File: src/rtl/freelist_rat_alloc_pkg.sv
// ---------------------------------------------------------------------------
// fl_pkg: shared sizing, types and helpers for the physical-register free list.
//   SCALAR_WIDTH    dispatch/retire lanes per cycle
//   NUM_PR_ENTRIES  physical registers
//   NUM_AR_ENTRIES  architectural registers (tags 0..NUM_AR_ENTRIES-1 mapped at reset)
//   NUM_FL_ENTRIES  free-list slots
// ---------------------------------------------------------------------------
package fl_pkg;
    localparam int SCALAR_WIDTH   = 2;
    localparam int NUM_PR_ENTRIES = 64;
    localparam int NUM_AR_ENTRIES = 32;
    localparam int NUM_FL_ENTRIES = NUM_PR_ENTRIES - NUM_AR_ENTRIES;

    localparam int PR_W   = $clog2(NUM_PR_ENTRIES);
    localparam int FL_W   = $clog2(NUM_FL_ENTRIES);
    localparam int CNT_W  = FL_W + 1;
    localparam int FREE_W = $clog2(SCALAR_WIDTH) + 1;
    localparam int LANE_W = $clog2(SCALAR_WIDTH + 1);

    typedef logic [PR_W-1:0]   preg_idx_t;
    typedef logic [FL_W-1:0]   fl_idx_t;
    typedef logic [CNT_W-1:0]  fl_count_t;
    typedef logic [FREE_W-1:0] free_num_t;
    typedef logic [LANE_W-1:0] lane_cnt_t;

    function automatic lane_cnt_t popcount(input logic [SCALAR_WIDTH-1:0] v);
        lane_cnt_t n;
        n = '0;
        for (int i = 0; i < SCALAR_WIDTH; i++) n = n + lane_cnt_t'(v[i]);
        return n;
    endfunction

    // min(count, SCALAR_WIDTH)
    function automatic free_num_t clamp_free(input fl_count_t c);
        return (c >= fl_count_t'(SCALAR_WIDTH)) ? free_num_t'(SCALAR_WIDTH) : free_num_t'(c);
    endfunction
endpackage

File: src/rtl/freelist_rat_alloc_if.sv
// ---------------------------------------------------------------------------
// freelist_rat_alloc_if: dispatch / retire / rollback bundle of the free list.
//   slave  : the free list (takes requests, drives tags and status)
//   master : the rename/retire logic driving it
// ---------------------------------------------------------------------------
interface freelist_rat_alloc_if;
    import fl_pkg::*;

    logic [SCALAR_WIDTH-1:0] dispatch_req;
    logic [SCALAR_WIDTH-1:0] retire_en;
    preg_idx_t               retire_T_idx [SCALAR_WIDTH];
    logic                    rollback_en;
    fl_idx_t                 FL_rollback_idx;
    preg_idx_t               T_idx [SCALAR_WIDTH];
    fl_idx_t                 FL_idx [SCALAR_WIDTH];
    logic [SCALAR_WIDTH-1:0] T_valid;
    free_num_t               free_num;
    logic                    fl_error;

    modport slave (
        input  dispatch_req, retire_en, retire_T_idx, rollback_en, FL_rollback_idx,
        output T_idx, FL_idx, T_valid, free_num, fl_error
    );

    modport master (
        output dispatch_req, retire_en, retire_T_idx, rollback_en, FL_rollback_idx,
        input  T_idx, FL_idx, T_valid, free_num, fl_error
    );
endinterface

File: src/rtl/freelist_rat_alloc_ptr_calc.sv
// ---------------------------------------------------------------------------
// fl_ptr_calc: next-state head/tail/count of the circular free list.
//   head, tail, count    current pointers and occupancy
//   allocs, frees        tags handed out / returned this cycle
//   rollback_en/idx      rewind head to a recorded slot
//   head_next, tail_next, count_next
// Pointers wrap naturally at NUM_FL_ENTRIES (a power of two).
// ---------------------------------------------------------------------------
module fl_ptr_calc
    import fl_pkg::*;
(
    input  fl_idx_t   head,
    input  fl_idx_t   tail,
    input  fl_count_t count,
    input  lane_cnt_t allocs,
    input  lane_cnt_t frees,
    input  logic      rollback_en,
    input  fl_idx_t   rollback_idx,
    output fl_idx_t   head_next,
    output fl_idx_t   tail_next,
    output fl_count_t count_next
);
    fl_idx_t span;

    always_comb begin
        tail_next = tail + fl_idx_t'(frees);
        span      = tail_next - rollback_idx;
        if (rollback_en) begin
            // Everything from the rewound head up to the new tail is free again;
            // a zero span can only mean the whole ring is free.
            head_next  = rollback_idx;
            count_next = (span == '0) ? fl_count_t'(NUM_FL_ENTRIES) : fl_count_t'(span);
        end else begin
            head_next  = head + fl_idx_t'(allocs);
            count_next = count - fl_count_t'(allocs) + fl_count_t'(frees);
        end
    end
endmodule

File: src/rtl/freelist_rat_alloc.sv
// ---------------------------------------------------------------------------
// freelist_rat_alloc: circular free list of physical register tags.
//   clock, reset  system clock, synchronous active-high reset
//   bus (slave)   dispatch_req/T_idx/FL_idx/T_valid : same-cycle allocation
//                 retire_en/retire_T_idx            : tags returned at tail
//                 rollback_en/FL_rollback_idx       : rewind head to a slot
//                 free_num                          : registered min(count, lanes)
//                 fl_error                          : sticky protocol error
// Optional build macro FREELIST_ERR_CHECK_EN enables fl_error checking;
// without it fl_error is tied low.
// ---------------------------------------------------------------------------
module freelist_rat_alloc
    import fl_pkg::*;
(
    input  logic               clock,
    input  logic               reset,
    freelist_rat_alloc_if.slave bus
);
    preg_idx_t slots [NUM_FL_ENTRIES];
    fl_idx_t   head, tail, head_next, tail_next;
    fl_count_t count, count_next;
    free_num_t free_num_q;

    logic [SCALAR_WIDTH-1:0] t_valid;
    fl_idx_t                 rd_slot [SCALAR_WIDTH];
    fl_idx_t                 wr_slot [SCALAR_WIDTH];
    lane_cnt_t               allocs, frees;

    for (genvar w = 0; w < SCALAR_WIDTH; w++) begin : g_lane
        assign rd_slot[w]    = head + fl_idx_t'(w);
        assign bus.T_idx[w]  = slots[rd_slot[w]];
        assign bus.FL_idx[w] = rd_slot[w];
        assign t_valid[w]    = bus.dispatch_req[w] && (fl_count_t'(w) < count)
                               && !bus.rollback_en && !reset;
    end

    // Retiring lanes are packed at the tail in lane order.
    always_comb begin
        lane_cnt_t rank;
        rank = '0;
        for (int w = 0; w < SCALAR_WIDTH; w++) begin
            wr_slot[w] = tail + fl_idx_t'(rank);
            rank       = rank + lane_cnt_t'(bus.retire_en[w]);
        end
    end

    assign allocs       = popcount(t_valid);
    assign frees        = popcount(bus.retire_en);
    assign bus.T_valid  = t_valid;
    assign bus.free_num = free_num_q;

    fl_ptr_calc u_ptr_calc (
        .head        (head),
        .tail        (tail),
        .count       (count),
        .allocs      (allocs),
        .frees       (frees),
        .rollback_en (bus.rollback_en),
        .rollback_idx(bus.FL_rollback_idx),
        .head_next   (head_next),
        .tail_next   (tail_next),
        .count_next  (count_next)
    );

    always_ff @(posedge clock) begin
        if (reset) begin
            for (int i = 0; i < NUM_FL_ENTRIES; i++) slots[i] <= preg_idx_t'(NUM_AR_ENTRIES + i);
            head       <= '0;
            tail       <= '0;
            count      <= fl_count_t'(NUM_FL_ENTRIES);
            free_num_q <= free_num_t'(SCALAR_WIDTH);
        end else begin
            for (int w = 0; w < SCALAR_WIDTH; w++) begin
                if (bus.retire_en[w]) slots[wr_slot[w]] <= bus.retire_T_idx[w];
            end
            head       <= head_next;
            tail       <= tail_next;
            count      <= count_next;
            free_num_q <= clamp_free(count_next);
        end
    end

`ifdef FREELIST_ERR_CHECK_EN
    logic                  err_q;
    logic                  overflow, lane_gap, rb_bad;
    logic [SCALAR_WIDTH:0] req_ext;
    fl_idx_t               rb_off;

    // Requests must be a contiguous run from lane 0: r & (r+1) == 0.
    assign req_ext  = {1'b0, bus.dispatch_req};
    assign lane_gap = |(req_ext & (req_ext + 1'b1));
    assign overflow = (frees != '0) &&
                      ((count + fl_count_t'(frees)) > fl_count_t'(NUM_FL_ENTRIES));
    // Allocated slots run from tail for (N - count) entries; head itself is
    // a legal target (nothing to reclaim).
    assign rb_off   = bus.FL_rollback_idx - tail;
    assign rb_bad   = bus.rollback_en &&
                      (fl_count_t'(rb_off) > (fl_count_t'(NUM_FL_ENTRIES) - count));

    always_ff @(posedge clock) begin
        if (reset) err_q <= 1'b0;
        else       err_q <= err_q | overflow | lane_gap | rb_bad;
    end

    assign bus.fl_error = err_q;
`else
    assign bus.fl_error = 1'b0;
`endif
endmodule

File: src/flat_wrapper.sv
// flat-port wrapper written by rule: the top's interface ports become plain ports
module freelist_rat_alloc_flat import fl_pkg::*;
  (clock, reset, bus_dispatch_req, bus_retire_en, bus_retire_T_idx, bus_rollback_en, bus_FL_rollback_idx, bus_T_idx, bus_FL_idx, bus_T_valid, bus_free_num, bus_fl_error);
  freelist_rat_alloc_if bus_i ();
  input  logic clock;
  input  logic reset;
  input wire logic [$bits(bus_i.dispatch_req)-1:0] bus_dispatch_req;
  input wire logic [$bits(bus_i.retire_en)-1:0] bus_retire_en;
  input wire logic [$bits(bus_i.retire_T_idx)-1:0] bus_retire_T_idx;
  input wire logic [$bits(bus_i.rollback_en)-1:0] bus_rollback_en;
  input wire logic [$bits(bus_i.FL_rollback_idx)-1:0] bus_FL_rollback_idx;
  output wire logic [$bits(bus_i.T_idx)-1:0] bus_T_idx;
  output wire logic [$bits(bus_i.FL_idx)-1:0] bus_FL_idx;
  output wire logic [$bits(bus_i.T_valid)-1:0] bus_T_valid;
  output wire logic [$bits(bus_i.free_num)-1:0] bus_free_num;
  output wire logic [$bits(bus_i.fl_error)-1:0] bus_fl_error;
  assign bus_i.dispatch_req = bus_dispatch_req;
  assign bus_i.retire_en = bus_retire_en;
  assign bus_i.retire_T_idx = {>>{bus_retire_T_idx}};
  assign bus_i.rollback_en = bus_rollback_en;
  assign bus_i.FL_rollback_idx = bus_FL_rollback_idx;
  assign bus_T_idx = {>>{bus_i.T_idx}};
  assign bus_FL_idx = {>>{bus_i.FL_idx}};
  assign bus_T_valid = bus_i.T_valid;
  assign bus_free_num = bus_i.free_num;
  assign bus_fl_error = bus_i.fl_error;
  freelist_rat_alloc u_core (.clock(clock), .reset(reset), .bus(bus_i));
endmodule
File: config.mk
export PLATFORM = sky130hd
export DESIGN_NAME = freelist_rat_alloc_flat
export DESIGN_NICKNAME = d
export VERILOG_FILES = /design/src/rtl/freelist_rat_alloc_pkg.sv /design/src/rtl/freelist_rat_alloc_if.sv /design/src/rtl/freelist_rat_alloc_ptr_calc.sv /design/src/rtl/freelist_rat_alloc.sv /design/src/flat_wrapper.sv
export SDC_FILE = /design/constraint.sdc
export NUM_CORES = 1
export LEC_CHECK = 0
export ABC_AREA = 0
export BUFFER_PORTS_ARGS = -buffer_cell sky130_fd_sc_hd__buf_2
export CAP_MARGIN = 20
export CORE_MARGIN = 1
export CORE_UTILIZATION = 40
export CTS_CLUSTER_DIAMETER = 50
export DETAILED_ROUTE_END_ITERATION = 8
export GPL_TIMING_DRIVEN = 0
export SLEW_MARGIN = 20
export SYNTH_ARGS = -nofsm -noshare
export SYNTH_HDL_FRONTEND = slang
export SYNTH_SLANG_ARGS = --single-unit
File: constraint.sdc
create_clock -name clock -period 3.68 [get_ports clock]
set_clock_uncertainty 0.1 [all_clocks]
set_input_delay 0.736 -clock clock [delete_from_list [all_inputs] [get_ports clock]]
set_output_delay 0.736 -clock clock [all_outputs]
set_load 0.01 [all_outputs]
After elaboration in Yosys (flattened, before gate mapping)
Memory sizes are Yosys's and may differ from the RTL's. A register that Yosys moved wholly into a read port is not among the register bits.
Index checks and enable logic that the tools add are counted.
Storage, ports and cells
  bits in writable memories: 192
  input bits: 24
  logic and storage cells: 47
  register bits after elaboration: 18
  memories: 1
Cells by class
  muxes and demuxes: 18
  magnitude comparators: 3
  $add $sub $neg: 9
  reductions and logical operators: 12
Memories
  u_core.slots: words 32, width 6, read ports 2, clocked after memory_dff 1, wr ports 32, RTL line freelist_rat_alloc.sv:19  | preg_idx_t slots [NUM_FL_ENTRIES];
Operators by type and width (count)
  6-bit two-way mux: 4
  5-bit two-way mux: 4
  1-bit by 6-bit < comparator with 1-bit output (first input constant): 2
  6-bit OR reduction: 2
  5-bit by 2-bit adder with 5-bit output: 2
  1-bit two-way mux: 10
  6-bit by 2-bit adder with 6-bit output: 1
  6-bit by 2-bit >= comparator with 1-bit output (second input constant): 1
  1-bit logical AND: 6
  6-bit by 2-bit subtractor with 6-bit output: 1
  5-bit by 1-bit adder with 5-bit output: 1
  5-bit by 1-bit adder with 5-bit output (second input constant): 1
  5-bit zero test: 1
  5-bit subtractor: 1
  1-bit by 1-bit adder with 2-bit output: 2
  1-bit zero test: 2
  2-bit OR reduction: 1

Longest topological paths before layout
  depth in word-level cells: 10
  mapped depth: 14
  gate-level depth less buffers: 14

By module
A second synthesis with hierarchy kept.
Second synthesis, totals
  cells, all modules: 1271
  area total of the unflattened synthesis: 14092.3 µm²
Modules (own cells, without submodules)
  freelist_rat_alloc: area an instance 13355.3 µm², cells an instance 1176, instances 1
  fl_ptr_calc: area an instance 737.0 µm², cells an instance 95, instances 1

Worst setup path before layout
No wires, ideal clock.
  path type: input to register
  start point: in reset
  end point: reg u_core.free_num_q[1] (netlist: u_core.bus.free_num[1])
  setup time: 127 ps
  stages on the path: 14
  setup slack: 16 ps
  arrival time: 3437 ps
  path buffers: 2
  cells stage by stage: buf_2 -> clkbuf_1 -> nor2_1 -> o311a_1 -> ha_1 -> ha_1 -> inv_1 -> ha_1 -> fa_1 -> xor2_1 -> nor3_1 -> and3b_1 -> a32oi_1 -> or3_1
Between the ends
  word-level cells in the longest chain between the ends: 8
  elaborated cells on any way between the ends: 9
Ends and longest elaborated chain
  start, declared: RTL line flat_wrapper.sv:6  | input logic reset;
  1-bit zero test *: RTL line freelist_rat_alloc.sv:34  | && !bus.rollback_en && !reset;
  1-bit logical AND *: RTL line freelist_rat_alloc.sv:34
  net bus_T_valid[0]: RTL line flat_wrapper.sv:14  | output wire logic [$bits(bus_i.T_valid)-1:0] bus_T_valid;
  1-bit by 1-bit adder with 2-bit output *: RTL line freelist_rat_alloc_pkg.sv:29  | for (int i = 0; i < SCALAR_WIDTH; i++) n = n + lane_cnt_t'(v[i]);
  6-bit by 2-bit subtractor with 6-bit output *: RTL line freelist_rat_alloc_ptr_calc.sv:35  | count_next = count - fl_count_t'(allocs) + fl_count_t'(frees);
  6-bit by 2-bit adder with 6-bit output *: RTL line freelist_rat_alloc_ptr_calc.sv:35
  6-bit two-way mux *: RTL line freelist_rat_alloc_ptr_calc.sv:28  | if (rollback_en) begin
  6-bit by 2-bit >= comparator with 1-bit output: RTL line freelist_rat_alloc_pkg.sv:35  | return (c >= fl_count_t'(SCALAR_WIDTH)) ? free_num_t'(SCALAR_WIDTH) : free_num_t'(c);
  2-bit OR reduction (no line)
  end signal, assigned: RTL line freelist_rat_alloc.sv:71  | free_num_q <= free_num_t'(SCALAR_WIDTH);
  end signal, assigned: RTL line freelist_rat_alloc.sv:79  | free_num_q <= clamp_free(count_next);
  end, declared: RTL line freelist_rat_alloc.sv:22  | free_num_t free_num_q;
The timed path passes the listed nets; every way through them passes the cells marked *.
A chain may end at the register's enable or synchronous reset.

Worst setup path after layout
  start point: reg u_core.head[1]
  end point: out bus_T_idx[0]
Between the ends
  word-level cells in the longest chain between the ends: 2
Ends and longest elaborated chain
  start, declared: RTL line freelist_rat_alloc.sv:20  | fl_idx_t head, tail, head_next, tail_next;
  start signal, assigned: RTL line freelist_rat_alloc.sv:76  | head <= head_next;
  5-bit by 1-bit adder with 5-bit output: RTL line freelist_rat_alloc.sv:30  | assign rd_slot[w] = head + fl_idx_t'(w);
  memory read 32 x 6 bit
  end, declared: RTL line flat_wrapper.sv:12  | output wire logic [$bits(bus_i.T_idx)-1:0] bus_T_idx;
Every way passes these cells.

==> impl.org <==
** Clock network
- The longest clock path from root to sink contains 3 buffers.
- Insertion delay of the later-clocked pin in the worst-skew pair :: 0.58 ns
- Clock-pin slew was measured on the worst setup and hold paths at 0.06 ns.
- Clock tree from TritonCTS :: yes
- Clock Tree Root :: sky130_fd_sc_hd__clkbuf_16
- TritonCTS created 31 clock buffers.
- Deepest level of the CTS H-tree :: 1
- Num Clock Sinks :: 210

** Synth
- Commonest register cell after synthesis :: sky130_fd_sc_hd__edfxtp_1
- By area the synthesized netlist is led by sky130_fd_sc_hd__edfxtp_1 (41%), sky130_fd_sc_hd__mux4_2 (13%), sky130_fd_sc_hd__mux2i_1 (11%).
- When the netlist entered floorplanning its net count stood at 1,363.
- Number of warnings reported in the yosys synthesis log :: 0
- Synth cell types :: 70
- Dividing the synthesized area by the synthesized cell count gives 10.81 um^2.
- Sequential cells were found to cover 43.15% of the synthesized design area.
- Synthesized cell area :: 14,200 um^2
- Of all cell types, the one taking the most synthesized area is sky130_fd_sc_hd__edfxtp_1.
- Share of Yosys cell area claimed by the top area cell type :: 40.61%
- Counting flops with an async set or reset pin after synthesis yields a share of 0%.
- Gate count after technology mapping :: 1,313
- The synthesized design contains 210 register bits.
- Number of synthesized flops with an enable pin :: 192

** Die
- For this configuration, the core starts out at a cell density of 40.90%.
- Total Die Area :: 36,250 um^2
- The core region is 34,710 um^2.
- Height of the die :: 190.4 um
- Row generation in the floorplan step produced 68 rows.
- I/O pins :: 51
- Measured along the x axis, the die boundary spans 190.4 um.

** STA
- Setup repair after global routing left no endpoint under its margin.
- The number of hold violations in the final report came to 0.
- For the pin with the worst max-slew slack, the measured transition is 1.123 ns.
- Minimum hold slack :: 0.3174 ns
- For the finished layout, the period the worst path requires is 3.683 ns.
- Setup violations remaining at the end of the flow were counted as 1.
- Post-route fraction of the period consumed by the critical path :: 100.1%
- Achievable Freq :: 271.5 MHz
- Once routing completed, OpenROAD measured the worst setup slack at -0.002962 ns.
- Fin. max-slew vios :: 0
- Worst slew margin :: 25.11%

** GRT
- Total track usage :: 31.47%
- Vias in the first global route :: 11,260
- First-pass GRT wire length :: 79,890 um
- Entering global routing, the biggest net connects 16 pins.
- Antenna violations before repair :: 1
- Global routing finished with a remaining overflow of 0.

** Routing
- In the final routing, the length of wire on met1 measures 21,340 um.
- Routed wl met3 :: 6647 um
- For this run, the detailed router's first-pass iteration total came to 8.
- For this block, the initial DRC count from the detailed router was 1,478.
- For this run, design rule violations remaining after detail routing come to 0.
- The detailed router used layers up to and including met4.
- DR WL met2 :: 25,510 um
- The routed layout has 11,970 vias.
- Antenna-violating nets left :: 0
- Total length of routed wires :: 57,110 um
- In the routed layout, each cell is associated on average with a via count of 6.390.
- Routed wire per std cell :: 30.49 um

** Pwr
- Summed over all cells, the static leakage comes to 0.005811 uW.
- P per Cell Area :: 461.6 nW/um^2
- The share of total power dissipated in sequential elements is 36.3%.
- Relative contribution of the clock network to total power :: 40.1%
- The worst-case IR drop observed on VDD is 339.0 uV.
- Total Power Consumption :: 7626 uW
- In this run switching power makes up 32.02% of total power.
- Cell-internal power :: 5184 uW
- Net switching power :: 2442 uW
- Portion of total power attributed to combinational logic :: 23.6%

** Worst setup path
- Worst setup path class :: flip-flop to output pin
- The worst setup path is launched from a flip-flop.
- Setup slack on the worst flop-to-flop path :: 0.18 ns
- Maximum net fanout on the critical path :: 7
- R2r worst-path depth :: 7
- Data arrives at the worst endpoint at 2.85 ns.
- Required @ worst endpoint :: 2.84 ns
- Destination of the worst register-to-register timing path :: u_core.slots[18][4]$_DFFE_PP_
- In this run the critical register-to-register path is launched from u_core.tail[0]$_SDFF_PP0_.
- The worst setup path is captured at an output pin.

** Outcome
- The flow ran to the end, but the final reports show violations.
- The final reports fail on negative setup slack.

** Layout
- Signed area change from the synthesized netlist to the final layout :: 16.38%
- Leaving out fill and tap cells, the most frequent cells in the layout are sky130_fd_sc_hd__edfxtp_1 (192), sky130_fd_sc_hd__nand2_1 (171), sky130_fd_sc_hd__mux2i_1 (144), sky130_fd_sc_hd__nor2_1 (140), sky130_fd_sc_hd__mux4_2 (81).
- Most frequent standard cell in the layout excluding fill and tap cells :: sky130_fd_sc_hd__edfxtp_1
- Diode count :: 0
- Counting the fill cells in the layout gives 3,194.
- At the end of the flow, the number of nets in the layout was 1,443.
- The post-route netlist has 21.23% of its cells at a drive strength greater than 1.

** Placement
- After legalization and detailed placement, the total HPWL measured 42,720 um.
- RD Place Congestion :: 1.021
- OpenSTA, run right after detailed placement, puts the worst setup slack at -0.6749 ns.
- Number of port buffers :: 42

** Hold path
- Hold WC Path Type :: primary input to flip-flop
- Hold wc startpoint :: bus_FL_rollback_idx[0]
- The worst hold path passes through 3 cells.
- Worst-case hold path end point :: u_core.head[0]$_SDFF_PP0_

** Job
- Number of maximum-capacitance violations :: 0
==> how the worst max path moves through the flow <==
stage / from / end / cells after the start
6_report: u_core.head[1]$_SDFF_PP0_ / bus_T_idx[0] / 8
5_1_grt: u_core.head[1]$_SDFF_PP0_ / bus_T_idx[0] / 8
4_1_cts: u_core.head[1]$_SDFF_PP0_ / bus_T_idx[2] / 7
3_5_place_dp: reset / u_core.bus.free_num[1]$_SDFF_PP1_ / 14
3_3_place_gp: bus_retire_en[0] / u_core.slots[0][3]$_DFFE_PP_ / 7
2_1_floorplan: reset / u_core.bus.free_num[1]$_SDFF_PP1_ / 14
==> area by class of cell <==
type	instances	area, um^2	area share, %
plain buffers	113	679.4	4.112
clock buffers	32	779.5	4.718
clock inverters	26	271.5	1.643
inverters	37	143.9	0.8709
multi-input cells	952	7680	46.48
flip-flops and latches	210	6133	37.12
well taps	455	569.3	3.446
repair buffers	48	265.3	1.605
==> critical path, cell delays in order (launching register included) <==
cell	delay [ns]
sky130_fd_sc_hd__dfxtp_4	0.47
sky130_fd_sc_hd__ha_4	0.27
sky130_fd_sc_hd__buf_12	0.16
sky130_fd_sc_hd__buf_12	0.13
sky130_fd_sc_hd__mux4_2	0.38
sky130_fd_sc_hd__nand2_1	0.08
sky130_fd_sc_hd__a32o_1	0.29
sky130_fd_sc_hd__a221oi_4	0.30
sky130_fd_sc_hd__buf_2	0.20
==> power groups by stage <==
stage / sequential (uW) / clock [uW] / combinational [uW]
6_report: 2770 / 3060 / 1800
5_1_grt: 2780 / 3140 / 1890
4_1_cts: 2770 / 3040 / 1750
3_5_place_dp: 2810 / 0 / 1620
3_3_place_gp: 2810 / 0 / 1600
2_1_floorplan: 2790 / 0 / 1060
==> synth_stat cells, types with 11 or more instances <==
| cell type | number |
|---|---|
| sky130_fd_sc_hd__or3_1 | 14 |
| sky130_fd_sc_hd__edfxtp_1 | 192 |
| sky130_fd_sc_hd__mux4_2 | 81 |
| sky130_fd_sc_hd__o21ai_0 | 24 |
| sky130_fd_sc_hd__mux2i_1 | 161 |
| sky130_fd_sc_hd__nand2_1 | 171 |
| sky130_fd_sc_hd__nor3_1 | 49 |
| sky130_fd_sc_hd__ha_1 | 21 |
| sky130_fd_sc_hd__buf_2 | 39 |
| sky130_fd_sc_hd__clkbuf_1 | 53 |
| sky130_fd_sc_hd__buf_4 | 12 |
| sky130_fd_sc_hd__nor2_1 | 141 |
| sky130_fd_sc_hd__o31ai_1 | 11 |
| sky130_fd_sc_hd__nand3b_1 | 16 |
| sky130_fd_sc_hd__nand3_1 | 41 |
| sky130_fd_sc_hd__a21oi_1 | 67 |
| sky130_fd_sc_hd__dfxtp_1 | 18 |
| sky130_fd_sc_hd__inv_1 | 34 |
==> per-layer routing <==
layer / track usage (%) / up-vias
met4: 16.83 / 0
met1: 41.97 / 5831
met2: 48.98 / 882
met3: 5.318 / 176
li1: - / 5079
met5: 0 / -
==> logic make-up after synthesis <==
kind of cell    Yosys count  synth area share, %
simple gates            492                15.90
mux                     253                25.07
flops                   210                43.15
compound gates          166                7.571
buf+inv                 151                4.759
fa+ha+maj                26                2.556
xor+xnor                 14               0.9607
other cells               1              0.02642
==> flip-flops by register name, indices dropped and copies added (netlist names) <==
name	count
u_core.head	5
u_core.tail	5
u_core.bus.free_num	2
u_core.count	6
u_core.slots	192
==> stage by stage <==
step / area, um^2 / TNS, ns / util [%] / std cells
after floorplan: 14200 / 0 / - / 1313
after global placement: 14980 / -52.32 / 43.14 / 1810
after detailed placement: 14990 / -6.935 / 43.19 / 1811
after CTS: 16440 / 0 / 47.37 / 1873
after global routing: 16520 / 0 / 47.60 / 1873
final: 16520 / -0.002962 / 47.60 / 1873
==> repair_timing <==
| item | CTS | global route |
|---|---|---|
| resized for setup | 80 | 18 |
| pin swaps | 2 | 1 |
| hold buffers | 0 | 0 |
| setup endpoints to repair | 14 | 31 |
| buffers inserted | 4 | 0 |
(Power assumes the default switching activity.)
